File: src/rtl/uart_pkg.sv
// uart_pkg: state encodings and oversampling constants shared by uart_rx and uart_tx
package uart_pkg;
    typedef logic [2:0] state_t;
    localparam state_t ST_IDLE   = 3'd0;
    localparam state_t ST_START  = 3'd1;
    localparam state_t ST_DATA   = 3'd2;
    localparam state_t ST_PARITY = 3'd3;
    localparam state_t ST_STOP   = 3'd4;
    localparam int OVERSAMPLE = 16;
    localparam int MID_TICK   = 7;
endpackage

File: src/rtl/rx_sync_2ff.sv
// rx_sync_2ff: 2-flop synchroniser, resets to all ones (idle line level)
//   i_clock, i_reset : clock, synchronous active-high reset
//   i_d [W]          : asynchronous input
//   o_q [W]          : synchronised output
module rx_sync_2ff #(
    parameter int W = 1
) (
    input  logic         i_clock,
    input  logic         i_reset,
    input  logic [W-1:0] i_d,
    output logic [W-1:0] o_q
);
    logic [W-1:0] meta;
    always_ff @(posedge i_clock) begin
        if (i_reset) begin
            meta <= {W{1'b1}};
            o_q  <= {W{1'b1}};
        end else begin
            meta <= i_d;
            o_q  <= meta;
        end
    end
endmodule

File: src/rtl/uart_rx.sv
// uart_rx: 16x oversampling UART receiver (8N1 default), optional even parity via UART_RX_PARITY_EN
//   i_clock, i_reset : clock, synchronous active-high reset
//   i_tick           : oversample strobe, 16 per bit
//   i_rx             : serial line (async, idles high)
//   o_data           : last received byte
//   o_rx_done        : 1-cycle strobe, outputs valid in that cycle
//   o_frame_err      : stop bit sampled low
//   o_parity_err     : parity mismatch (only with UART_RX_PARITY_EN)
module uart_rx
    import uart_pkg::*;
#(
    parameter int NB_DATA = 8,
    parameter int SB_TICK = 16,
    parameter int NB_TICK = 4
) (
    input  logic               i_clock,
    input  logic               i_reset,
    input  logic               i_tick,
    input  logic               i_rx,
    output logic [NB_DATA-1:0] o_data,
    output logic               o_rx_done,
`ifdef UART_RX_PARITY_EN
    output logic               o_parity_err,
`endif
    output logic               o_frame_err
);
    localparam int NB_N = NB_DATA > 1 ? $clog2(NB_DATA) : 1;
    state_t             state;
    logic [NB_TICK-1:0] s;
    logic [NB_N-1:0]    n;
    logic [NB_DATA-1:0] b;
    logic               rxs;
`ifdef UART_RX_PARITY_EN
    logic               p;
`endif
    rx_sync_2ff #(.W(1)) u_sync (
        .i_clock (i_clock),
        .i_reset (i_reset),
        .i_d     (i_rx),
        .o_q     (rxs)
    );
    always_ff @(posedge i_clock) begin
        if (i_reset) begin
            state       <= ST_IDLE;
            s           <= '0;
            n           <= '0;
            b           <= '0;
            o_data      <= '0;
            o_rx_done   <= 1'b0;
            o_frame_err <= 1'b0;
`ifdef UART_RX_PARITY_EN
            p            <= 1'b0;
            o_parity_err <= 1'b0;
`endif
        end else begin
            o_rx_done <= 1'b0;
            case (state)
                ST_IDLE: if (!rxs) begin
                    state <= ST_START;
                    s     <= '0;
                end
                ST_START: if (i_tick) begin
                    if (s == NB_TICK'(MID_TICK)) begin
                        // still low at mid start bit: real start, otherwise a glitch
                        state <= rxs ? ST_IDLE : ST_DATA;
                        s     <= '0;
                        n     <= '0;
                    end else
                        s <= s + 1'b1;
                end
                ST_DATA: if (i_tick) begin
                    if (s == NB_TICK'(OVERSAMPLE-1)) begin
                        b <= {rxs, b[NB_DATA-1:1]};
                        s <= '0;
                        if (n == NB_N'(NB_DATA-1))
`ifdef UART_RX_PARITY_EN
                            state <= ST_PARITY;
`else
                            state <= ST_STOP;
`endif
                        else
                            n <= n + 1'b1;
                    end else
                        s <= s + 1'b1;
                end
`ifdef UART_RX_PARITY_EN
                ST_PARITY: if (i_tick) begin
                    if (s == NB_TICK'(OVERSAMPLE-1)) begin
                        p     <= rxs;
                        s     <= '0;
                        state <= ST_STOP;
                    end else
                        s <= s + 1'b1;
                end
`endif
                ST_STOP: if (i_tick) begin
                    if (s == NB_TICK'(SB_TICK-1)) begin
                        o_data      <= b;
                        o_frame_err <= ~rxs;
                        o_rx_done   <= 1'b1;
`ifdef UART_RX_PARITY_EN
                        o_parity_err <= ^b ^ p;
`endif
                        s     <= '0;
                        state <= ST_IDLE;
                    end else
                        s <= s + 1'b1;
                end
                default: state <= ST_IDLE;
            endcase
        end
    end
endmodule

File: config.mk
export PLATFORM = sky130hd
export DESIGN_NAME = uart_rx
export DESIGN_NICKNAME = d
export VERILOG_FILES = /design/src/rtl/uart_pkg.sv /design/src/rtl/rx_sync_2ff.sv /design/src/rtl/uart_rx.sv
export SDC_FILE = /design/constraint.sdc
export NUM_CORES = 1
export LEC_CHECK = 0
export CAP_MARGIN = 10
export CORE_MARGIN = 2
export CORE_UTILIZATION = 45
export CTS_BUF_LIST = sky130_fd_sc_hd__clkbuf_2 sky130_fd_sc_hd__clkbuf_4 sky130_fd_sc_hd__clkbuf_8
export CTS_CLUSTER_DIAMETER = 200
export CTS_CLUSTER_SIZE = 8
export DETAILED_ROUTE_END_ITERATION = 8
export PLACE_DENSITY = 0.73
export REMOVE_ABC_BUFFERS = 1
export SLEW_MARGIN = 10
export SYNTH_ARGS = -nofsm -noshare
export SYNTH_HDL_FRONTEND = slang
export SYNTH_SLANG_ARGS = --single-unit
File: constraint.sdc
create_clock -name i_clock -period 1.85 [get_ports i_clock]
set_clock_uncertainty 0.05 [all_clocks]
set_input_delay 0.37 -clock i_clock [delete_from_list [all_inputs] [get_ports i_clock]]
set_output_delay 0.37 -clock i_clock [all_outputs]
set_load 0.1 [all_outputs]
======== Yosys cells after proc, flatten, opt, wreduce, memory -nomap -nowiden ========
Cells that the tools add are included.
word-level totals
  output and inout port bits .............. 10
  memory bits (read-only) ................. 0
  memory bits (writable) .................. 0
  bits in registers ....................... 30
  latch bits .............................. 0
  logic and storage cells ................. 63
  memories ................................ 0
cells by class
  bitwise gates (word level) .............. 3
  order comparisons ....................... 0
  multipliers ............................. 0
  divide/modulo/power cells ............... 0
  reduce and logical (&&, ||, !) cells .... 10
  multiplexer cells ....................... 23
  shift operators ......................... 0
  equality and inequality tests ........... 16
  $add $sub $neg .......................... 2
operators with widths
  operator                                               count
  2-to-1 mux 3 bit                                       13
  2-to-1 mux 4 bit                                       5
  inequality test 2 bit, second input constant           9
  case mux 3 bit (4 select lines)                        1
  case mux 4 bit (3 select lines)                        1
  AND reduction 8 bit                                    1
  == test 3 bit, second input constant                   2
  case mux 3 bit (2 select lines)                        1
  AND reduction 3 bit                                    2
  AND reduction 6 bit                                    1
  adder 4 x 1 -> 4 bit, second input constant            1
  == test 4 x 3 -> 1 bit, second input constant          1
  == test 4 bit, second input constant                   1
  AND reduction 4 bit                                    1
  adder 3 x 1 -> 3 bit, second input constant            1
  == test 3 x 1 -> 1 bit, second input constant          1
  == test 3 x 2 -> 1 bit, second input constant          1
  zero test 3 bit                                        1
  inverter 1 bit                                         3
  nonzero test 3 bit                                     1
  OR reduction 3 bit                                     1
  2-to-1 mux 2 bit                                       1
  inequality test 2 x 1 -> 1 bit, second input constant  1
  nonzero test 2 bit                                     1
  other kinds (2)                                        2

======== Logic depth before layout (Yosys ltp) ========
Gate-level depths: netlist of run 1.
  word-level depth ........................ 5
  depth in mapped cells ................... 7
  mapped depth without buffers ............ 7

======== Hierarchy ========
A second synthesis of run 1 with hierarchy kept.
second synthesis, totals
  cell total of the unflattened synthesis .. 149
  area total of the unflattened synthesis .. 1403.8 um2
by module, submodules not included
  module       area an instance (um2)  times used  cells an instance
  uart_rx      1351.3                  1           145
  rx_sync_2ff  52.6                    1           4

======== Least setup slack after synthesis of run 1 ========
Ideal clock, no wire load.
  path type ............................... register to register
  from .................................... register state[1]
  to ...................................... register s[3]
  required time ........................... 1730 ps
  cell stages (with the launch flop) ...... 7
  data arrival time ....................... 1546 ps
  slack ................................... 184 ps
  setup time .............................. 70 ps
  path buffers ............................ 1
  cell sequence ........................... dfxtp_1 buf_6 or2_4 a211oi_2 nor3_2 or4_1 a21oi_1
on the way
  longest elaborated chain between the ends .. 4
  elaborated cells on any way between the ends .. 11
  classes of those cells .................. eq/ne: 6; mux: 1; reduce/logical: 4
ends and longest elaborated chain
  element                                                                         RTL line        text
  start, declared                                                                 uart_rx.sv:28   state_t state;
  start signal, assigned                                                          uart_rx.sv:65   state <= rxs ? ST_IDLE : ST_DATA;
  == test 3 bit or == test 3 x 2 -> 1 bit (tied branches)                         uart_rx.sv:57   case (state)
  OR reduction 2 bit (no line)                                                    n/a
  inequality test 2 x 1 -> 1 bit (no line) or nonzero test 3 bit (tied branches)  n/a
  AND reduction 4 bit (no line)                                                   n/a
  end signal, assigned                                                            uart_rx.sv:69   s <= s + 1'b1;
  end signal, assigned                                                            uart_rx.sv:84   s <= s + 1'b1;
  end signal, assigned                                                            uart_rx.sv:107  s <= s + 1'b1;
  end, declared                                                                   uart_rx.sv:29   logic [NB_TICK-1:0] s;
Parallel ways exist; a longest one is shown, timed or not.
A chain may end at the register's enable or synchronous reset.

======== Worst setup path in the final report of run 1 ========
  from .................................... register s[0]
  to ...................................... register s[3]
on the way
  longest elaborated chain between the ends .. 4
  elaborated cells on any way between the ends .. 8
  classes of those cells .................. add/sub: 1; eq/ne: 2; mux: 5
ends and longest elaborated chain
  element                                             RTL line
  adder 4 x 1 -> 4 bit, or another cell as far along  uart_rx.sv:69, uart_rx.sv:84, uart_rx.sv:107
  2-to-1 mux 4 bit (on tied branches)                 uart_rx.sv:72, uart_rx.sv:97, uart_rx.sv:63
  2-to-1 mux 4 bit (on tied branches)                 uart_rx.sv:96, uart_rx.sv:62
  case mux 4 bit (3 select lines) (*)                 uart_rx.sv:57
Mark *: on every way between the ends. The rest lies on a longest branch, timed or not. The select of a mux whose other input is x is not followed.

==> results_dict.tcl, run 1 <==
set metrics [dict create \
    status "completed" \
    grt_usage_pct 18.0 \
    fin_util_pct 63.7 \
    cts_tree "built" \
    slew_headroom_pct 73.6 \
    final.min_clock_period_ns 1.79 \
    n_antenna_cell 0 \
    synth_top_area_share_pct 44.4 \
    drt-total-wl_microns 2630 \
    post_cts_buffers 0 \
    grt_overflow 0 \
    drv_slew 0 \
    crit_arrival_ns 2.01 \
    grt_pass1_wl_microns 4640 \
    worst-setup-path-type "reg2reg" \
    hold_viol 0 \
    cts_sinks 30 \
    netlist_instances 143 \
    setup_tns_ns 0 \
    dieWidth_microns 58.9 \
    yosys_warnings 0 \
    start_kind "flip-flop" \
    route.detailed.drc 0 \
    ant_nets 0 \
    p_per_area_mw_per_mm2 762 \
    dpl_cell_area_sq_mm 0.00169 \
    cts_max_path_buffers 2 \
    core_area_sq_mm 0.00281 \
    end_kind "flip-flop" \
    most-common-layout-cells "dfxtp_1 (28), nor2_1 (25), mux2i_1 (18)" \
    clk_pin_slew_worst_paths_ns 0.09 \
    netlist_area_sq_mm 0.00135 \
    wl_per_cell_microns 13.2 \
    vias 1103 \
    cp_max_fo 5 \
    clkLatencyLatePin_ns 0.33 \
    syn_area_per_cell_sq_um 9.47 \
    max_cap_viol_count 0 \
    postCtsHoldBufs 0 \
    layout_setup_ws_ns 0.0586 \
    ys_ff_latch 30 \
    viasPerCell 5.52 \
    synth.area.top_cells "dfxtp_1 (44%), mux2i_1 (13%), nor2_1 (6.9%), ha_1 (2.8%), a21oi_1 (1.8%)" \
    p_leak_nw 0.653 \
    fin_crit_sh_pct 96.8 \
    fin_area_sq_mm 0.00179 \
    drtIter0Drc 63 \
    dp_cells 193 \
    hold_slack_ns 0.376 \
    critical_path_required_ns 2.07 \
    nNetsFinal 176 \
    worst-r2r-setup-slack_ns 0.06 \
    rows 19 \
    startpoint "s[0]" \
    drive_gt1_share_pct 27.2 \
    dpl.hpwl_microns 1960 \
    place.gp.congestion 0.846 \
    hold_path_class "reg2reg" \
    grt_pass1_vias 1114 \
    finalPower_mw 1.36 \
    area_growth_pct 32.1 \
    cts_root_buf "clkbuf_4" \
    die_area_sq_mm 0.00346 \
    cts-buffers-inserted 5 \
    ios 14 \
    die_y_microns 58.9 \
    io_buffers 13 \
    worstMarginPinSlew_ns 0.393 \
    setup_viol 0 \
    hp-start "u_sync.meta" \
    r2r-start "s[0]" \
    first_pass_iters 4 \
    synth_top_area_cell "dfxtp_1" \
    final_common_cell "dfxtp_1" \
    pre_cts_slack_ns -0.278 \
    synthDistinctLibCells 40 \
    grt_max_degree 14 \
    synthArstFlopShare_pct 0 \
    grt_antenna_before_repair 0 \
    seq_area_frac_synth_pct 44.4 \
    ir_drop_uv 427 \
    final_cells 200 \
    initial_utilization_pct 48.3 \
    synth_edf_count 0 \
    htree_levels 2 \
    synth_flop_cell "dfxtp_1" \
    fmax_ghz 0.558 \
]
-- worst max-delay path, stage by stage (launching register included) --
cell	delay (ns)
dfxtp_1	0.35
ha_2	0.22
and3_4	0.18
or2_1	0.28
or4_1	0.51
a21oi_2	0.15
-- cell usage after synthesis, types with 2 or more instances --
cell type,number
nor4_1,2
buf_2,2
or2b_1,2
clkbuf_1,3
or3_1,4
mux2i_1,18
nand3_1,5
a22oi_1,2
nand2b_1,3
o21ai_0,5
nor2_1,25
or2_2,2
a21oi_1,5
dfxtp_1,30
ha_1,3
nor3_1,2
nand2_1,6
buf_6,2
-- layout make-up --
cell class	count	area, sq um
Clock buffer	6	51.3
Clock inverter	1	30.0
Fill cell	240	1020
Inverter	1	3.75
Multi-Input combinational cell	105	718
Sequential cell	30	603
Tap cell	31	38.8
Timing Repair Buffer	26	343
-- layer usage --
| layer | share of wire [%] | GRT usage, % | vias to the layer above |
|---|---|---|---|
| met5 | 0 | 0 | - |
| met4 | 1.3 | 6.17 | 0 |
| met3 | 4.3 | 7.91 | 5 |
| met2 | 52 | 31.9 | 16 |
| met1 | 42 | 18.9 | 523 |
| li1 | - | - | 559 |
-- kinds of logic (layout without fill, tap and decap cells) --
family / Yosys count / after routing / synth area share (%)
buf+inv: 8 / 34 / 3.51
fa+ha+maj: 3 / 3 / 2.77
compound gates: 17 / 17 / 8.04
flops: 30 / 30 / 44.4
mux: 18 / 18 / 13.3
xor+xnor: 1 / 1 / 0.647
simple gates: 66 / 66 / 27.4
-- registers in the layout, indices dropped and copies added (netlist names) --
signal,cells
o_frame_err,1
state,3
u_sync.meta,1
u_sync.o_q,1
n,3
o_rx_done,1
s,4
b,8
o_data,8
-- path summary, 6_finish.rpt --
check,to,cells after the start
setup / recovery,s[3],5
setup reg to reg,s[3],5
hold reg to reg,u_sync.o_q,1
hold / removal,u_sync.o_q,1
-- where the power goes --
part / switching (mW) / total, mW / internal, mW / leakage (nW)
Combinational: 0.0848 / 0.164 / 0.0791 / 0.365
Sequential: 0.0146 / 0.670 / 0.655 / 0.243
Clock: 0.214 / 0.529 / 0.314 / 0.0443
-- repair_timing --
action,in CTS,in global routing
endpoints found under the hold margin,0,0
resized for setup,0,6
setup endpoints to repair,0,4
No activity file was read; power rests on OpenSTA's default activity.
==> run 2, diff against run 1 <==
GPL_TIMING_DRIVEN = 0   (was unset)
==> run 2 against run 1 <==
Against the previous run:
- first-iteration DRC count shrank 21%
- routed wire length increased by 3.5%
- sequential share of layout area rose by 3.9 points
- die area stayed put
- largest power group unchanged
==> results_dict.tcl, run 2 (same netlist as run 1, synthesis figures left out) <==
set metrics [dict create \
    hold_path_class "reg2reg" \
    r2r-start "state[0]" \
    first_pass_iters 4 \
    drive_gt1_share_pct 24.8 \
    dp_cells 180 \
    vias 1079 \
    largestRegisters "b x8, o_data x8, s x4" \
    multiInputGateArea_sq_um 728 \
    grt_pass1_vias 1033 \
    drt-total-wl_microns 2720 \
    area_growth_pct 20.0 \
    ff2ff_path_depth 5 \
    cts_max_path_buffers 2 \
    fmax_ghz 0.568 \
    nNetsFinal 168 \
    crit_path_cell_trace "or3_1 -> nand3_2 -> or2_4 -> or4_1 -> a21oi_1" \
    drtIter0Drc 50 \
    setup_tns_ns 0 \
    rows 19 \
    die_y_microns 58.9 \
    fin_crit_sh_pct 95.2 \
    grt_usage_pct 18.2 \
    grt_antenna_before_repair 0 \
    drv_slew 0 \
    core_area_sq_mm 0.00281 \
    whs_path_depth 1 \
    min_delay_worst_endpoint "u_sync.o_q" \
    hp-start "u_sync.meta" \
    fillCellCount 246 \
    route.detailed.drc 0 \
    worstMarginPinSlew_ns 1.09 \
    grt_max_degree 33 \
    viasPerCell 5.62 \
    p_per_area_mw_per_mm2 720 \
    critical_path_required_ns 2.06 \
    p_leak_nw 0.561 \
    clkLatencyLatePin_ns 0.34 \
    io_buffers 13 \
    grt_overflow 0 \
    htree_levels 2 \
    cts-buffers-inserted 5 \
    hold_viol 0 \
    max_cap_viol_count 0 \
    cts_tree "built" \
    n_antenna_cell 0 \
    hold_slack_ns 0.366 \
    timing.rr.end "s[3]" \
    end_kind "flip-flop" \
    ant_nets 0 \
    worst-setup-path-type "reg2reg" \
    slew_headroom_pct 27.3 \
    grt_pass1_wl_microns 4640 \
    ir_drop_uv 380 \
    wl_per_cell_microns 14.2 \
    cp_max_fo 11 \
    setup_viol 0 \
    critPathMaxStageDelay_ns 0.47 \
    die_area_sq_mm 0.00346 \
    most-common-layout-cells "dfxtp_1 (27), nor2_1 (25), mux2i_1 (18)" \
    final.min_clock_period_ns 1.76 \
    clk_pin_slew_worst_paths_ns 0.10 \
    ios 14 \
    worst-r2r-setup-slack_ns 0.09 \
    critPathSlowestCell "or4_1" \
    crit_arrival_ns 1.97 \
    final_common_cell "dfxtp_1" \
    cts_sinks 30 \
    start_kind "flip-flop" \
    dpl.hpwl_microns 1750 \
    initial_utilization_pct 48.3 \
    place.gp.congestion 0.750 \
    cts_root_buf "clkbuf_4" \
    final_cells 192 \
    status "completed" \
    dieWidth_microns 58.9 \
    seqCellArea_sq_um 612 \
]
## run 2: cell types whose count changed in the layout (fill, tap and decap cells not counted), moves of 2 or more
cell and delta:
buf_4 -8, dfxtp_2 -2, clkinv_2 +2, dfxtp_4 +3, clkdlybuf4s15_2 +10, buf_12 -10
## run 2: worst max-delay path by stage
stage | start | end | slack (ns) | depth (start not counted)
4_1_cts | s[0] | s[3] | 0.002 | 5
2_1_floorplan | state[2] | s[3] | 0.03 | 5
3_3_place_gp | i_tick | o_data[0] | -0.47 | 5
3_5_place_dp | i_tick | o_data[4] | -0.53 | 5
5_1_grt | n[0] | state[0] | -0.002 | 7
6_report | state[0] | s[3] | 0.09 | 5
## run 2: timing repair
action	4_1_cts	5_1_grt
gates resized for setup	36	7
endpoints found under the setup margin	30	9
pin swaps	3	0
buffers inserted	4	1
hold buffers	0	0
## run 2: power by group
group	switching [mW]	leakage, nW	internal [mW]
combinational	0.0755	0.286	0.0592
sequential	0.0178	0.245	0.654
clock	0.226	0.0308	0.136
total	0.320	0.561	0.849
## run 2: area by class of cell
cell class,instances,area share [%]
multi-input cells,105,44.8
clock buffers,5,2.31
well taps,31,2.39
flip-flops and latches,30,37.7
clock inverters,2,0.616
inverters,1,0.231
repair buffers,18,11.9
## run 2: worst max-delay path: cells and delay by family, from the launching register on
family,cells,cell delay (ns)
flops,1,0.42
compound gates,1,0.15
simple gates,4,1.06
## run 2: per-layer routing
layer | vias to the layer above | wire length, microns | track usage (%) | part of all wire, %
met4 | 0 | 44 | 7.79 | 1.6
met5 | - | 0 | 0 | 0
met2 | 19 | 1330 | 29.8 | 49
li1 | 541 | - | - | -
met3 | 6 | 121 | 7.69 | 4.4
met1 | 513 | 1230 | 20.7 | 45
## run 2: stage by stage
| stage | cell area (sq um) | util, % | setup WS, ns | power (mW) |
|---|---|---|---|---|
| floorplan | 1310 | - | 0.0349 | 0.769 |
| global placement | 1480 | 52.7 | -0.466 | 0.802 |
| detailed placement | 1480 | 52.7 | -0.534 | 0.811 |
| CTS | 1590 | 56.7 | 0.00177 | 1.17 |
| global route | 1620 | 57.9 | -0.00170 | 1.24 |
| finish | 1620 | 57.9 | 0.0884 | 1.17 |
